$ cat src/rtl/tcam_pkg.sv
// Shared mode encoding for the routing TCAM.
package tcam_pkg;

    localparam logic [2:0] MODE_I   = 3'b000;
    localparam logic [2:0] MODE_W   = 3'b001;
    localparam logic [2:0] MODE_R   = 3'b010;
    localparam logic [2:0] MODE_F   = 3'b011;
    localparam logic [2:0] MODE_C   = 3'b100;
    localparam logic [2:0] MODE_RST = 3'b101;

    typedef enum logic [2:0] {
        ModeIdle    = MODE_I,
        ModeWrite   = MODE_W,
        ModeRead    = MODE_R,
        ModeFire    = MODE_F,
        ModeCompare = MODE_C,
        ModeReset   = MODE_RST,
        ModeRsvd6   = 3'b110,
        ModeRsvd7   = 3'b111
    } mode_e;

endpackage

$ cat src/rtl/tcam_prio_enc.sv
// Lowest-index priority encoder over the TCAM hit vector.
module tcam_prio_enc #(
    parameter int unsigned Words = 16,
    parameter int unsigned IdxW  = 4
) (
    input  logic [Words-1:0] i_hit,
    output logic [IdxW-1:0]  o_idx,
    output logic             o_any
);

    // Scan from the top down so the lowest set index is the last one written
    always_comb begin
        o_idx = '0;
        o_any = |i_hit;
        for (int i = int'(Words) - 1; i >= 0; i--) begin
            if (i_hit[i]) begin
                o_idx = IdxW'(i);
            end
        end
    end

endmodule

$ cat src/rtl/tcam_mem.sv
// Neuromorphic routing TCAM: ternary lookup of spike packet IDs to destination IDs.
module tcam_mem
    import tcam_pkg::*;
#(
    parameter int unsigned ID_Width    = 4,
    parameter int unsigned AddressSize = 4,
    parameter int unsigned Bits        = 8,
    parameter int unsigned Words       = 2 ** AddressSize,
    parameter int unsigned BankSize    = 1
) (
    input  logic                   clk,
    input  logic                   rst_n,
    input  logic [2:0]             MODE,
    input  logic [ID_Width-1:0]    PacketID_In,
    input  logic [Bits-1:0]        Data_In,
    input  logic [Bits-1:0]        Mskb_In,
    input  logic [AddressSize-1:0] A_In,
    input  logic                   Dcs_In,
    input  logic                   Vbe_In,
    input  logic                   Vbi_In,
    output logic [Bits-1:0]        Data_Out,
    output logic                   Vbo_Out,
    output logic [Words-1:0]       HitLine_Out,
    output logic [BankSize-1:0]    Hit_Out,
    output logic [ID_Width-1:0]    DstID_Out,
    output logic                   Fire_Vld_Out
);

    localparam int unsigned WordsPerBank = Words / BankSize;

    mode_e w_mode;
    assign w_mode = mode_e'(MODE);

    // Entry storage
    logic [Bits-1:0]  r_data [Words];
    logic [Bits-1:0]  r_care [Words];
    logic [Words-1:0] r_valid;

    // Registered outputs
    logic [Bits-1:0]     r_data_out;
    logic                r_vbo;
    logic [Words-1:0]    r_hitline;
    logic [BankSize-1:0] r_hit;
    logic [ID_Width-1:0] r_dst;
    logic                r_fire_vld;

    // Search key/mask and lookup results
    logic [Bits-1:0]        w_key;
    logic [Bits-1:0]        w_mask;
    logic [Words-1:0]       w_hitline;
    logic [BankSize-1:0]    w_bank_hit;
    logic [AddressSize-1:0] w_hit_idx;
    logic                   w_any_hit;
    logic [ID_Width-1:0]    w_fire_dst;

    // Fire searches only the key field with the packet ID; compare uses the raw bus
    always_comb begin
        w_key  = Data_In;
        w_mask = Mskb_In;
        if (w_mode == ModeFire) begin
            w_key                       = '0;
            w_key[Bits-1 -: ID_Width]   = PacketID_In;
            w_mask                      = '0;
            w_mask[Bits-1 -: ID_Width]  = '1;
        end
    end

    // A bit mismatches only if both the search mask and the entry care bit select it
    for (genvar e = 0; e < Words; e++) begin : g_match
        assign w_hitline[e] = r_valid[e] &&
                              (((r_data[e] ^ w_key) & w_mask & r_care[e]) == '0);
    end

    // Per-bank OR of the hit vector
    always_comb begin
        w_bank_hit = '0;
        for (int b = 0; b < int'(BankSize); b++) begin
            w_bank_hit[b] = |w_hitline[b*WordsPerBank +: WordsPerBank];
        end
    end

    tcam_prio_enc #(
        .Words (Words),
        .IdxW  (AddressSize)
    ) u_prio_enc (
        .i_hit (w_hitline),
        .o_idx (w_hit_idx),
        .o_any (w_any_hit)
    );

    assign w_fire_dst = r_data[w_hit_idx][ID_Width-1:0];

    // Entry array: cleared by either reset, updated by writes
    always_ff @(posedge clk or negedge rst_n) begin
        if (!rst_n) begin
            for (int e = 0; e < int'(Words); e++) begin
                r_data[e] <= '0;
                r_care[e] <= '1;
            end
            r_valid <= '0;
        end else if (w_mode == ModeReset) begin
            for (int e = 0; e < int'(Words); e++) begin
                r_data[e] <= '0;
                r_care[e] <= '1;
            end
            r_valid <= '0;
        end else if (w_mode == ModeWrite) begin
            if (Dcs_In) begin
                r_data[A_In] <= Data_In;
            end else begin
                r_care[A_In] <= Mskb_In;
            end
            if (Vbe_In) begin
                r_valid[A_In] <= Vbi_In;
            end
        end
    end

    // Output registers: each result holds until its own operation refreshes it
    always_ff @(posedge clk or negedge rst_n) begin
        if (!rst_n) begin
            r_data_out <= '0;
            r_vbo      <= 1'b0;
            r_hitline  <= '0;
            r_hit      <= '0;
            r_dst      <= '0;
            r_fire_vld <= 1'b0;
        end else begin
            r_fire_vld <= 1'b0;
            case (w_mode)
                ModeRead: begin
                    r_data_out <= Dcs_In ? r_data[A_In] : r_care[A_In];
                    r_vbo      <= Vbe_In ? r_valid[A_In] : 1'b0;
                end
                ModeCompare: begin
                    r_hitline <= w_hitline;
                    r_hit     <= w_bank_hit;
                end
                ModeFire: begin
                    r_hitline  <= w_hitline;
                    r_hit      <= w_bank_hit;
                    r_dst      <= w_any_hit ? w_fire_dst : '0;
                    r_fire_vld <= w_any_hit;
                end
                ModeReset: begin
                    r_data_out <= '0;
                    r_vbo      <= 1'b0;
                    r_hitline  <= '0;
                    r_hit      <= '0;
                    r_dst      <= '0;
                end
                default: ;
            endcase
        end
    end

    assign Data_Out     = r_data_out;
    assign Vbo_Out      = r_vbo;
    assign HitLine_Out  = r_hitline;
    assign Hit_Out      = r_hit;
    assign DstID_Out    = r_dst;
    assign Fire_Vld_Out = r_fire_vld;

endmodule

$ cat config.mk
export PLATFORM = sky130hd
export DESIGN_NAME = tcam_mem
export DESIGN_NICKNAME = d
export VERILOG_FILES = /design/src/rtl/tcam_pkg.sv /design/src/rtl/tcam_prio_enc.sv /design/src/rtl/tcam_mem.sv
export SDC_FILE = /design/constraint.sdc
export NUM_CORES = 1
export LEC_CHECK = 0
export ABC_CLOCK_PERIOD_IN_PS = 4100
export CORE_MARGIN = 3
export CORE_UTILIZATION = 30
export CTS_CLUSTER_DIAMETER = 150
export DETAILED_ROUTE_END_ITERATION = 12
export GPL_ROUTABILITY_DRIVEN = 0
export PLACE_DENSITY_LB_ADDON = 0.08
export SETUP_SLACK_MARGIN = 0.1
export SKIP_CTS_REPAIR_TIMING = 1
export SLEW_MARGIN = 20
export SYNTH_ARGS = -nofsm -noshare
export SYNTH_HDL_FRONTEND = slang
export SYNTH_HIERARCHICAL = 1
export SYNTH_SLANG_ARGS = --single-unit
$ cat constraint.sdc
create_clock -name clk -period 4.1 [get_ports clk]
set_input_delay 0.82 -clock clk [delete_from_list [all_inputs] [get_ports clk]]
set_output_delay 0.82 -clock clk [all_outputs]
set_load 0.03 [all_outputs]
* Word level (Yosys, flattened, before mapping)
Cells that the tools add are included.
** Storage, ports and cells
- Flip-flop bits (word level) :: 303
- Output and inout port bits :: 31
** Operators by class
- Magnitude comparators :: 5
- Equality and inequality tests :: 6
- Mux-type cells :: 54
- Bitwise logic cells :: 50
- Reduce and logical (&&, ||, !) cells :: 45
** Operator list (number)
- 2-to-1 mux 128 bit :: 6
- AND 8 bit :: 32
- bitwise mux 128 bit :: 2
- zero test 8 bit :: 16
- XOR 8 bit :: 16
- binary-select mux 8 bit (select 4 bit) :: 3
- 2-to-1 mux 4 bit :: 19
- 2-to-1 mux 8 bit :: 8
- 2-to-1 mux 16 bit :: 3
- demux 8 bit (select 4 bit) :: 1
- case mux 16 bit (2 select lines) :: 1
- logical AND 1 bit :: 18
- bitwise mux 16 bit :: 1
- case mux 8 bit (2 select lines) :: 1
- OR reduction 16 bit :: 1
- nonzero test 2 bit :: 6
- >= comparator 5 bit, second input constant :: 2
- inverter 4 -> 5 bit :: 2
- case mux 4 bit (2 select lines) :: 1
- equality test 3 x 2 -> 1 bit, second input constant :: 2
- equality test 3 bit, second input constant :: 2
- AND reduction 2 bit :: 3
- < comparator 4 x 5 -> 1 bit, second input constant :: 1
- < comparator 5 x 1 -> 1 bit, second input constant :: 1
- 8 further kinds :: 12

* Logic depth before layout (Yosys ltp)
Gate-level depths: netlist (run 1).
- Word-level depth :: 29
- Depth in mapped cells :: 18
- Mapped depth without buffers :: 13

* By module
Netlist (run 1), hierarchy kept.
** Modules (own cells, without submodules)
- tcam_mem :: times used 1, cells an instance 1718, area each 17306.6 um^2, seq. area each 7742.4 um^2
- tcam_prio_enc :: times used 1, cells an instance 34, area each 176.4 um^2, seq. area each 0.0 um^2

* Worst setup path before layout (run 1)
OpenSTA, ideal clock, no wires.
- Kind :: input-to-reg
- Start point :: in PacketID_In[3]
- End point :: reg r_dst[1], in the netlist DstID_Out[1]
- Arrival time :: 4.249 ns
- Setup slack :: -0.270 ns
- Stages :: 14
- Path through :: buf_2 > buf_4 > xor2_1 > a222oi_1 > nand2_1 > a221oi_2 > a21oi_1 > o311a_1 > o22ai_1 > buf_2 > buf_2 > mux4_2 > mux4_2 > a22o_1
** Between the ends
- Cells in the longest elaborated chain, start to end :: 28
** RTL lines
- start, declared :: RTL line tcam_mem.sv:14 : input logic [ID_Width-1:0] PacketID_In,
- 2-to-1 mux 8 bit :: RTL line tcam_mem.sv:60 : if (w_mode == ModeFire) begin
- XOR 8 bit :: RTL line tcam_mem.sv:71 : (((r_data[e] ^ w_key) & w_mask & r_care[e]) == '0);
- AND 8 bit (2 in a row) :: RTL line tcam_mem.sv:71
- zero test 8 bit :: RTL line tcam_mem.sv:71
- logical AND 1 bit :: RTL line tcam_mem.sv:70 : assign w_hitline[e] = r_valid[e] &&
- net w_hitline[15] :: RTL line tcam_mem.sv:50 : logic [Words-1:0] w_hitline;
- 2-to-1 mux 4 bit (16 in a row) :: RTL line tcam_prio_enc.sv:16 : if (i_hit[i]) begin
- net w_hit_idx[0] :: RTL line tcam_mem.sv:52 : logic [AddressSize-1:0] w_hit_idx;
- inverter 4 -> 5 bit (implied by the code) :: RTL line tcam_mem.sv:91 : assign w_fire_dst = r_data[w_hit_idx][ID_Width-1:0];
- binary-select mux 8 bit (select 4 bit) :: RTL line tcam_mem.sv:91
- 2-to-1 mux 4 bit (implied by the code) (2 in a row) :: RTL line tcam_mem.sv:91
- 2-to-1 mux 4 bit :: RTL line tcam_mem.sv:142 : r_dst <= w_any_hit ? w_fire_dst : '0;
- case mux 4 bit (2 select lines) :: RTL line tcam_mem.sv:130 : case (w_mode)
- end signal, assigned :: RTL line tcam_mem.sv:142
- end, declared :: RTL line tcam_mem.sv:44 : logic [ID_Width-1:0] r_dst;
The timed path passes the listed nets, and every way through them passes these cells. The select of a mux whose other input is x is not followed.
A chain may end at the register's enable or synchronous reset.

* Worst setup path in the final report (run 1)
- Start point :: in Mskb_In[6]
- End point :: reg r_dst[2], in the netlist DstID_Out[2]
** RTL lines
- start, declared :: RTL line tcam_mem.sv:16 : input logic [Bits-1:0] Mskb_In,
- 2-to-1 mux 8 bit :: RTL line tcam_mem.sv:60
- AND 8 bit (2 in a row) :: RTL line tcam_mem.sv:71
- zero test 8 bit :: RTL line tcam_mem.sv:71
- logical AND 1 bit :: RTL line tcam_mem.sv:70
- net w_hitline[12] :: RTL line tcam_mem.sv:50
- 2-to-1 mux 4 bit (13 in a row) :: RTL line tcam_prio_enc.sv:16
- net w_hit_idx[0] :: RTL line tcam_mem.sv:52
- inverter 4 -> 5 bit (implied by the code) :: RTL line tcam_mem.sv:91
- binary-select mux 8 bit (select 4 bit) :: RTL line tcam_mem.sv:91
- 2-to-1 mux 4 bit (implied by the code) (2 in a row) :: RTL line tcam_mem.sv:91
- 2-to-1 mux 4 bit :: RTL line tcam_mem.sv:142
- case mux 4 bit (2 select lines) :: RTL line tcam_mem.sv:130
The timed path passes the listed nets, and every way through them passes these cells. The select of a mux whose other input is x is not followed.

==> flow_summary.yaml, run 1 <==
worst_setup_path:
  crit_slowest_cell: "clkdlybuf4s50_1"
  max_stage_delay_ps: 590
  crit_path_start_kind: "input port"
  required_ps: 4540
  end_kind: "flip-flop"
  cp.arrival_ps: 4400
  worst-r2r-cell-count: 12
  cp_max_fo: 10
  path_common_cell: "mux4_2"
  path_class: "in2reg"
  cp_cell_sequence: "clkdlybuf4s50_1 > buf_4 > nand3_1 > and4_1 > a21oi_1 > nor4_4 > o311a_4 > o22ai_4 > clkbuf_16 > mux4_2 > mux4_2 > a22o_1"
timing:
  finalMaxSlewViolations: 0
  finalHoldViolations: 0
  finalCritPeriodShare: 0.965
  holdWs_ps: 215
  tns_ps: 0
  clock.fmax_ghz: 0.253
  min_period_ps: 3960
  tightest_slew_ps: 828
  setup_viol: 0
  post-route-worst-setup-slack_ps: 143
  finClkSkew_ps: 14.6
  relSlewSlack: 0.448
  rsz0062_at_grt: "false"
routing:
  drt_iter0_drc: 1848
  vias: 15821
  antenna_left: 0
  drt-total-wl_mm: 84.2
  wl_per_cell_um: 30.2
  drcViolationCount: 0
  drt_pre_antenna_iters: 6
  routed_via_density: 5.67
final_layout:
  areaGrowthSynthToFinish_pct: 29.5
  multiInputGateArea_mm2: 0.00929
  drive_above_1_share: 0.309
  final_util: 0.397
  final.fill_count: 5667
  final_area_mm2: 0.0226
  seq_area_mm2: 0.00774
  finalNetCount: 2033
  num_antenna_cells: 0
cts:
  clkLatencyLatePin_ps: 560
  cts-root-buf: "clkbuf_16"
  cts_sinks: 303
  cts_tree: "yes"
  htreeDepth: 2
  cts.path.max_buffers: 3
  cts_buffers: 39
  clkTransAtPathRegs_ps: 60
pwr:
  power_density_mw_per_mm2: 491
  p_int_uw: 7280
  power_frac_seq: 0.402
  comb_power_share: 0.282
  p_clk_frac: 0.316
  sw_frac_of_total: 0.345
  leakage_uw: 0.00964
  switchingPower_uw: 3840
  vdd_drop_max_v: 0.000337
floorplanning:
  core-area_mm2: 0.0570
  dieArea_mm2: 0.0612
  die_h_um: 247
  initial_core_util: 0.307
  die_w_um: 247
  std_cell_rows: 87
  io_pins: 63
placement:
  place_hpwl_mm: 64.0
  io_buffer_count: 62
  place_area_mm2: 0.0206
  place_ws_ps: -757
outcome:
  status: "finished clean"
synth:
  synth_top_flop_cell: "dfrtp_1"
  synth_top_cell_area_share: 0.250
  syn_nets: 1784
  synthArstFlopShare: 1.00
  ys_ff_latch: 303
  yosysWarnings: 6
  synth_area_per_cell_um2: 9.98
  yosys-top-cells-area: "dfrtp_1 25%, dfstp_2 19%, mux4_2 14%, nand2_1 7.9%, o21ai_0 7.8%"
  yosys-top-cells-count: "369 x nand2_1, 273 x o21ai_0, 175 x dfrtp_1, 149 x xor2_1, 128 x dfstp_2"
  yosys.area.top_type: "dfrtp_1"
  synth_edf_count: 0
  netlist_area_mm2: 0.0175
  synthCells: 1752
  synth_cell_types: 60
  synth.most_common_cell: "nand2_1"
  ys_seq_area_frac: 0.443
grt:
  grt_first_pass_wirelength_mm: 116
  grt_max_degree: 103
  grt_antenna_before_repair: 2
  grt_use_total: 0.270
  globalRoute.totalOverflow: 0
  grt_pass1_vias: 15334
min_path:
  hp-class: "in2async"
run:
  cap_violations: 0
path summary, 6_finish.rpt:
| check | endpoint | slack, ps | startpoint |
|---|---|---|---|
| max reg2reg | DstID_Out[2] | 300 | r_data[7] |
| max in group asynchronous | Hit_Out | 2910 | rst_n |
| min reg2reg | Data_Out[7] | 480 | Data_Out[7] |
| min in group clk | Data_Out[7] | 480 | Data_Out[7] |
| max | DstID_Out[2] | 140 | Mskb_In[6] |
| min | Vbo_Out | 210 | rst_n |
power groups by stage:
stage,Combinational [uW],Sequential (uW),Clock [uW]
after global placement,2880,4490,0
after floorplan,1580,4180,0
final,3130,4470,3510
after detailed placement,2890,4500,0
after global routing,3340,4500,3720
after CTS,2900,4450,3590
critical path, delay by kind of cell:
| kind | cells | cell delay [ps] |
|---|---|---|
| buffers and inverters | 3 | 1090 |
| muxes | 2 | 940 |
| and+or+nand+nor | 3 | 410 |
| AOI/OAI and AO/OA | 4 | 1110 |
per-stage QoR:
stage	instances	total power, uW
floorplan	1752	5760
global placement	2679	7370
detailed placement	2679	7390
CTS	2751	10900
global route	2788	11600
finish	2788	11100
placed cells by master (no fill, tap or decap), types with 7 or more instances in the layout:
cell,instances
a221oi_1,8
nand3_1,78
nand2_1,367
mux2i_1,8
buf_4,238
mux4_2,105
dfrtp_1,175
and3_1,7
a22o_1,15
buf_6,8
nor2_1,22
buf_12,30
dlymetal6s2s_1,14
clkbuf_1,9
a21oi_1,42
a31oi_1,21
clkbuf_16,45
nand4_1,28
clkdlybuf4s50_1,44
o21ai_1,9
o21ai_0,272
clkbuf_8,14
o22ai_1,30
dfstp_2,128
xnor2_1,27
inv_1,26
xor2_1,144
layer usage:
metal	vias up	wire [um]	track usage
li1	6798	-	-
met1	8013	34800	0.357
met2	824	38300	0.429
met3	184	6050	0.0376
met4	2	5090	0.150
met5	-	9	0
kinds of logic (layout without fill, tap and decap cells):
family                    Yosys count  after routing  share of synthesized area
DFF                               303            303                      0.443
buffers and inverters             161            441                     0.0417
AOI/OAI and AO/OA                 444            444                      0.146
and+or+nand+nor                   555            555                      0.142
muxes                             113            113                      0.140
xor gates and xnor gates          176            176                     0.0882
layout make-up:
class	count	area share
multi-input cells	1288	0.410
clock buffers	64	0.0553
inverters	28	0.00464
well taps	756	0.0418
clock inverters	8	0.00310
repair buffers	341	0.143
flip-flops and latches	303	0.342
flip-flops by register name, summed over array words and instances, names as in the netlist:
name	flops
r_valid	16
DstID_Out	4
r_data	128
Vbo_Out	1
Fire_Vld_Out	1
Data_Out	8
r_care	128
Hit_Out	1
HitLine_Out	16
No activity file was read; power rests on OpenSTA's default activity.
==> run 2, diff against run 1 <==
--- a/config.mk
+++ b/config.mk
@@ -6,8 +6,11 @@
 export NUM_CORES = 1
 export LEC_CHECK = 0
 export ABC_CLOCK_PERIOD_IN_PS = 4100
+export CELL_PAD_IN_SITES_DETAIL_PLACEMENT = 0
+export CELL_PAD_IN_SITES_GLOBAL_PLACEMENT = 1
 export CORE_MARGIN = 3
 export CORE_UTILIZATION = 30
+export CTS_BUF_LIST = sky130_fd_sc_hd__clkbuf_16
 export CTS_CLUSTER_DIAMETER = 150
 export DETAILED_ROUTE_END_ITERATION = 12
 export GPL_ROUTABILITY_DRIVEN = 0
@@ -19,3 +22,4 @@
 export SYNTH_HDL_FRONTEND = slang
 export SYNTH_HIERARCHICAL = 1
 export SYNTH_SLANG_ARGS = --single-unit
+export TNS_END_PERCENT = 1
==> run 2 against run 1 <==
- worst setup slack worse by 85 ps
- utilization grew 0.84 points
- highest routed layer unchanged
- first-iteration DRC count fell by 22%
- combinational power grew 8.0%
- critical endpoint is now DstID_Out[0]
- critical path type unchanged
==> flow_summary.yaml, run 2 (synthesis gave the netlist of run 1 again) <==
cts:
  clkTransAtPathRegs_ps: 60
  cts_sinks: 303
  cts.path.max_buffers: 3
  clkLatencyLatePin_ps: 570
  cts_tree: "yes"
  htreeDepth: 2
  cts_buffers: 39
  cts-root-buf: "clkbuf_16"
worst_setup_path:
  required_ps: 4550
  r2r-start: "r_data[5]"
  ff2ff_setup_slack_ps: 220
  path_class: "in2reg"
  cp_max_fo: 15
  r2r-end: "DstID_Out[0]"
  crit_path_start_kind: "input port"
  cp.arrival_ps: 4490
  end_kind: "flip-flop"
  worst-r2r-cell-count: 14
floorplanning:
  dieArea_mm2: 0.0612
  io_pins: 63
  die_h_um: 247
  core-area_mm2: 0.0570
  die_w_um: 247
  std_cell_rows: 87
  initial_core_util: 0.307
pwr:
  power_density_mw_per_mm2: 493
  comb_power_share: 0.297
  p_int_uw: 7470
  sw_frac_of_total: 0.344
  switchingPower_uw: 3920
  leakage_uw: 0.00992
  p_clk_frac: 0.309
  total_power_uw: 11400
  power_frac_seq: 0.394
  vdd_drop_max_v: 0.000275
routing:
  drt_pre_antenna_iters: 7
  drt-total-wl_mm: 86.2
  wl_per_cell_um: 30.6
  vias: 15977
  drt_iter0_drc: 1438
  antenna_left: 0
  drcViolationCount: 0
  routed_via_density: 5.67
timing:
  finClkSkew_ps: 21.4
  finalCritPeriodShare: 0.986
  rsz0062_at_grt: "false"
  finalHoldViolations: 0
  holdWs_ps: 177
  relSlewSlack: 0.444
  finalMaxSlewViolations: 0
  tightest_slew_ps: 834
  setup_viol: 0
  clock.fmax_ghz: 0.247
  min_period_ps: 4040
grt:
  grt_max_degree: 129
  grt_use_total: 0.278
  globalRoute.totalOverflow: 0
  grt_antenna_before_repair: 5
  grt_first_pass_wirelength_mm: 120
  grt_pass1_vias: 15382
final_layout:
  top_regs: "r_care (128), r_data (128)"
  final.fill_count: 5624
  multiInputGateArea_mm2: 0.00941
  final_util: 0.405
  seq_area_mm2: 0.00774
  drive_above_1_share: 0.328
  final_cell_mix: "363 x nand2_1, 271 x o21ai_0, 250 x buf_4"
  areaGrowthSynthToFinish_pct: 32.2
  finalNetCount: 2066
  final_common_cell: "nand2_1"
run:
  cap_violations: 0
min_path:
  hp-class: "in2async"
placement:
  io_buffer_count: 62
  place_hpwl_mm: 66.1
outcome:
  status: "finished clean"
## run 2: changes by cell type in the layout (fill, tap and decap cells not counted), moves of 4 or more
cell / delta
clkbuf_2: +7
inv_1: +6
a31oi_1: -4
bufinv_16: +5
buf_4: +12
clkbuf_1: -9
clkbuf_8: -14
buf_6: +12
clkinv_1: +6
buf_12: +6
nand2_1: -4
clkdlybuf4s50_1: -8
## run 2: routing by layer
layer / track usage / routed length, um / vias to the layer above
met5: 0 / 30 / -
met4: 0.118 / 4170 / 4
met3: 0.0395 / 5860 / 202
met2: 0.464 / 41100 / 764
met1: 0.362 / 35000 / 8132
li1: - / - / 6875
## run 2: area by class of cell
cell class	instances	share of cell area
multi-input combinational	1288	0.407
antenna	3	0.000325
inverter	28	0.00455
clock inverter	27	0.0116
clock buffer	41	0.0444
sequential	303	0.335
timing repair buffer	374	0.156
tap	756	0.0409
## run 2: worst max path at each step
stage | start | end | slack [ps] | depth (start not counted)
finish | MODE[2] | DstID_Out[0] | 60 | 19
global route | MODE[2] | DstID_Out[0] | 10 | 19
CTS | MODE[1] | DstID_Out[0] | -450 | 14
detailed placement | MODE[1] | DstID_Out[3] | -1040 | 14
global placement | Data_In[2] | DstID_Out[0] | -1000 | 14
floorplan | PacketID_In[3] | DstID_Out[1] | -40 | 14
## run 2: worst max-delay path, stage by stage
cell,delay (ps)
dlymetal6s2s_1,140
nand3b_4,250
buf_6,190
buf_12,150
a221oi_2,190
a31oi_1,70
a21oi_1,170
nand4_1,290
inv_2,190
inv_2,40
a21oi_2,140
o311a_4,250
o22ai_4,90
buf_6,140
buf_12,130
buf_12,130
mux4_2,410
mux4_2,460
a22o_1,210
## run 2: power groups by stage
stage          clock (uW)  combinational (uW)  sequential (uW)
6_report             3520                3380             4480
4_1_cts              3610                2960             4460
3_3_place_gp            0                2930             4500
2_1_floorplan           0                1580             4180
5_1_grt              3730                3590             4510
3_5_place_dp            0                2950             4510
## run 2: stage by stage
step	setup slack, ps	cell area [um2]	setup TNS [ps]	std cells
2_1_floorplan	-41.0	17500	-70.8	1752
3_3_place_gp	-1000	20700	-3830	2687
3_5_place_dp	-1040	20700	-3930	2687
4_1_cts	-450	22000	-1570	2755
5_1_grt	10.5	23100	0	2817
6_report	57.8	23100	0	2820
==> run 3, diff against run 2 <==
--- a/config.mk
+++ b/config.mk
@@ -5,7 +5,8 @@
 export SDC_FILE = /design/constraint.sdc
 export NUM_CORES = 1
 export LEC_CHECK = 0
-export ABC_CLOCK_PERIOD_IN_PS = 4100
+export ABC_AREA = 0
+export ABC_CLOCK_PERIOD_IN_PS = 4370
 export CELL_PAD_IN_SITES_DETAIL_PLACEMENT = 0
 export CELL_PAD_IN_SITES_GLOBAL_PLACEMENT = 1
 export CORE_MARGIN = 3
==> constraint.sdc (replaced) <==
create_clock -name clk -period 4.37 [get_ports clk]
set_input_delay 0.874 -clock clk [delete_from_list [all_inputs] [get_ports clk]]
set_output_delay 0.874 -clock clk [all_outputs]
set_load 0.03 [all_outputs]
==> run 3 against run 2 <==
- register-to-register slack gained 340 ps
- first-iteration DRC count rose by 33%
- final area shrank 4.7%
- count of clock-buffer cells in the layout down 1
- largest cell class unchanged
- highest routed layer unchanged
==> flow_summary.yaml, run 3 (synthesis gave the netlist of run 1 again) <==
worst_setup_path:
  crit_path_start_kind: "input port"
  cp_num_buf_inv: 3
  path_class: "in2reg"
  required_ps: 4830
  crit_family: "compound AO/OA/AOI/OAI gates"
  cp_max_fo: 13
  max_stage_delay_ps: 490
  cp.arrival_ps: 4670
  end_kind: "flip-flop"
  cp_cell_sequence: "clkdlybuf4s50_1 > buf_12 > xor2_1 > a311o_1 > a221oi_2 > a21oi_2 > o311a_1 > o22ai_4 > buf_12 > mux4_2 > mux4_2 > a22o_1"
  crit_slowest_cell: "mux4_2"
cts:
  cts_buffers: 39
  clkLatencyLatePin_ps: 570
  cts.path.max_buffers: 3
  cts-root-buf: "clkbuf_16"
  htreeDepth: 2
  cts_tree: "yes"
  cts_sinks: 303
  clkTransAtPathRegs_ps: 60
floorplanning:
  core-area_mm2: 0.0570
  die_w_um: 247
  io_pins: 63
  initial_core_util: 0.307
  std_cell_rows: 87
  dieArea_mm2: 0.0612
  die_h_um: 247
grt:
  grt_antenna_before_repair: 3
  grt_pass1_vias: 15522
  grt_use_total: 0.277
  grt_first_pass_wirelength_mm: 119
  globalRoute.totalOverflow: 0
  grt_max_degree: 102
routing:
  antenna_left: 0
  drt_pre_antenna_iters: 8
  drcViolationCount: 0
  vias: 15691
  routed_via_density: 5.70
  drt_iter0_drc: 1910
  wl_per_cell_um: 30.9
  drt-total-wl_mm: 85.1
min_path:
  hp-class: "in2async"
timing:
  finalCritPeriodShare: 0.964
  clock.fmax_ghz: 0.237
  finalHoldViolations: 0
  relSlewSlack: 0.366
  rsz0062_at_grt: "false"
  setup_viol: 0
  tightest_slew_ps: 950
  finalMaxSlewViolations: 0
  min_period_ps: 4210
  finClkSkew_ps: 32.4
pwr:
  total_power_uw: 10300
  power_frac_seq: 0.411
  sw_frac_of_total: 0.346
  p_clk_frac: 0.313
  comb_power_share: 0.276
  leakage_uw: 0.00937
  switchingPower_uw: 3570
  power_density_mw_per_mm2: 467
  vdd_drop_max_v: 0.000246
  p_int_uw: 6730
final_layout:
  finalNetCount: 2000
  final.fill_count: 5757
  fin_cells: 2754
  multiInputGateArea_mm2: 0.00915
  areaGrowthSynthToFinish_pct: 26.0
  final_common_cell: "nand2_1"
  drive_above_1_share: 0.286
  seq_area_mm2: 0.00774
  final_cell_mix: "369 x nand2_1, 273 x o21ai_0, 218 x buf_4"
  top_regs: "r_care (128), r_data (128)"
  final_util: 0.386
placement:
  io_buffer_count: 62
  post-place-cells: 2672
  place_hpwl_mm: 65.5
outcome:
  status: "finished clean"
run:
  cap_violations: 0
## run 3: cell count changes in the layout (fill, tap and decap cells not counted), sizes merged, moves of 3 or more
cell / previous run / this run
buf: 310 / 247
clkbuf: 54 / 42
clkdlybuf4s50: 36 / 47
clkinv: 12 / 9
dlymetal6s2s: 15 / 11
inv: 36 / 41
## run 3: power by group through the flow
stage,combinational (uW),sequential [uW],clock (uW)
2_1_floorplan,1460,3930,0
3_3_place_gp,2700,4260,0
3_5_place_dp,2720,4260,0
4_1_cts,2730,4220,3290
5_1_grt,3050,4250,3430
6_report,2840,4230,3220
## run 3: final cells by class
| type | instances | area share |
|---|---|---|
| diodes | 1 | 0.000114 |
| clock buffers | 40 | 0.0454 |
| clock inverters | 30 | 0.0119 |
| inverters | 28 | 0.00477 |
| multi-input cells | 1289 | 0.415 |
| flip-flops and latches | 303 | 0.351 |
| well taps | 756 | 0.0429 |
| repair buffers | 307 | 0.129 |
## run 3: path summary, 6_finish.rpt
path | startpoint | endpoint | slack [ps] | cells after the start
worst max-delay path | Data_In[3] | DstID_Out[2] | 160 | 12
worst min-delay path | rst_n | r_data[84] | 440 | 1
worst max register to register | r_data[18] | DstID_Out[2] | 560 | 12
worst min register to register | Data_Out[1] | Data_Out[1] | 480 | 2
max in group asynchronous | rst_n | r_data[67] | 2830 | 2
min in group clk | Data_Out[1] | Data_Out[1] | 480 | 2
## run 3: layer usage
metal | wire length [um] | part of all wire | GRT usage | vias to the layer above
li1 | - | - | - | 6730
met1 | 35400 | 0.42 | 0.364 | 7969
met2 | 39500 | 0.46 | 0.450 | 766
met3 | 5820 | 0.068 | 0.0516 | 220
met4 | 4360 | 0.051 | 0.118 | 6
met5 | 42 | 0.00049 | 0 | -
## run 3: through the flow
| step | worst slack (ps) | TNS [ps] | area, um2 | hold WS [ps] |
|---|---|---|---|---|
| 2_1_floorplan | 110 | 0 | 17500 | 464 |
| 3_3_place_gp | -756 | -2820 | 20500 | 468 |
| 3_5_place_dp | -776 | -2890 | 20500 | 477 |
| 4_1_cts | -175 | -526 | 21800 | 435 |
| 5_1_grt | 93.9 | 0 | 22000 | 472 |
| 6_report | 157 | 0 | 22000 | 436 |
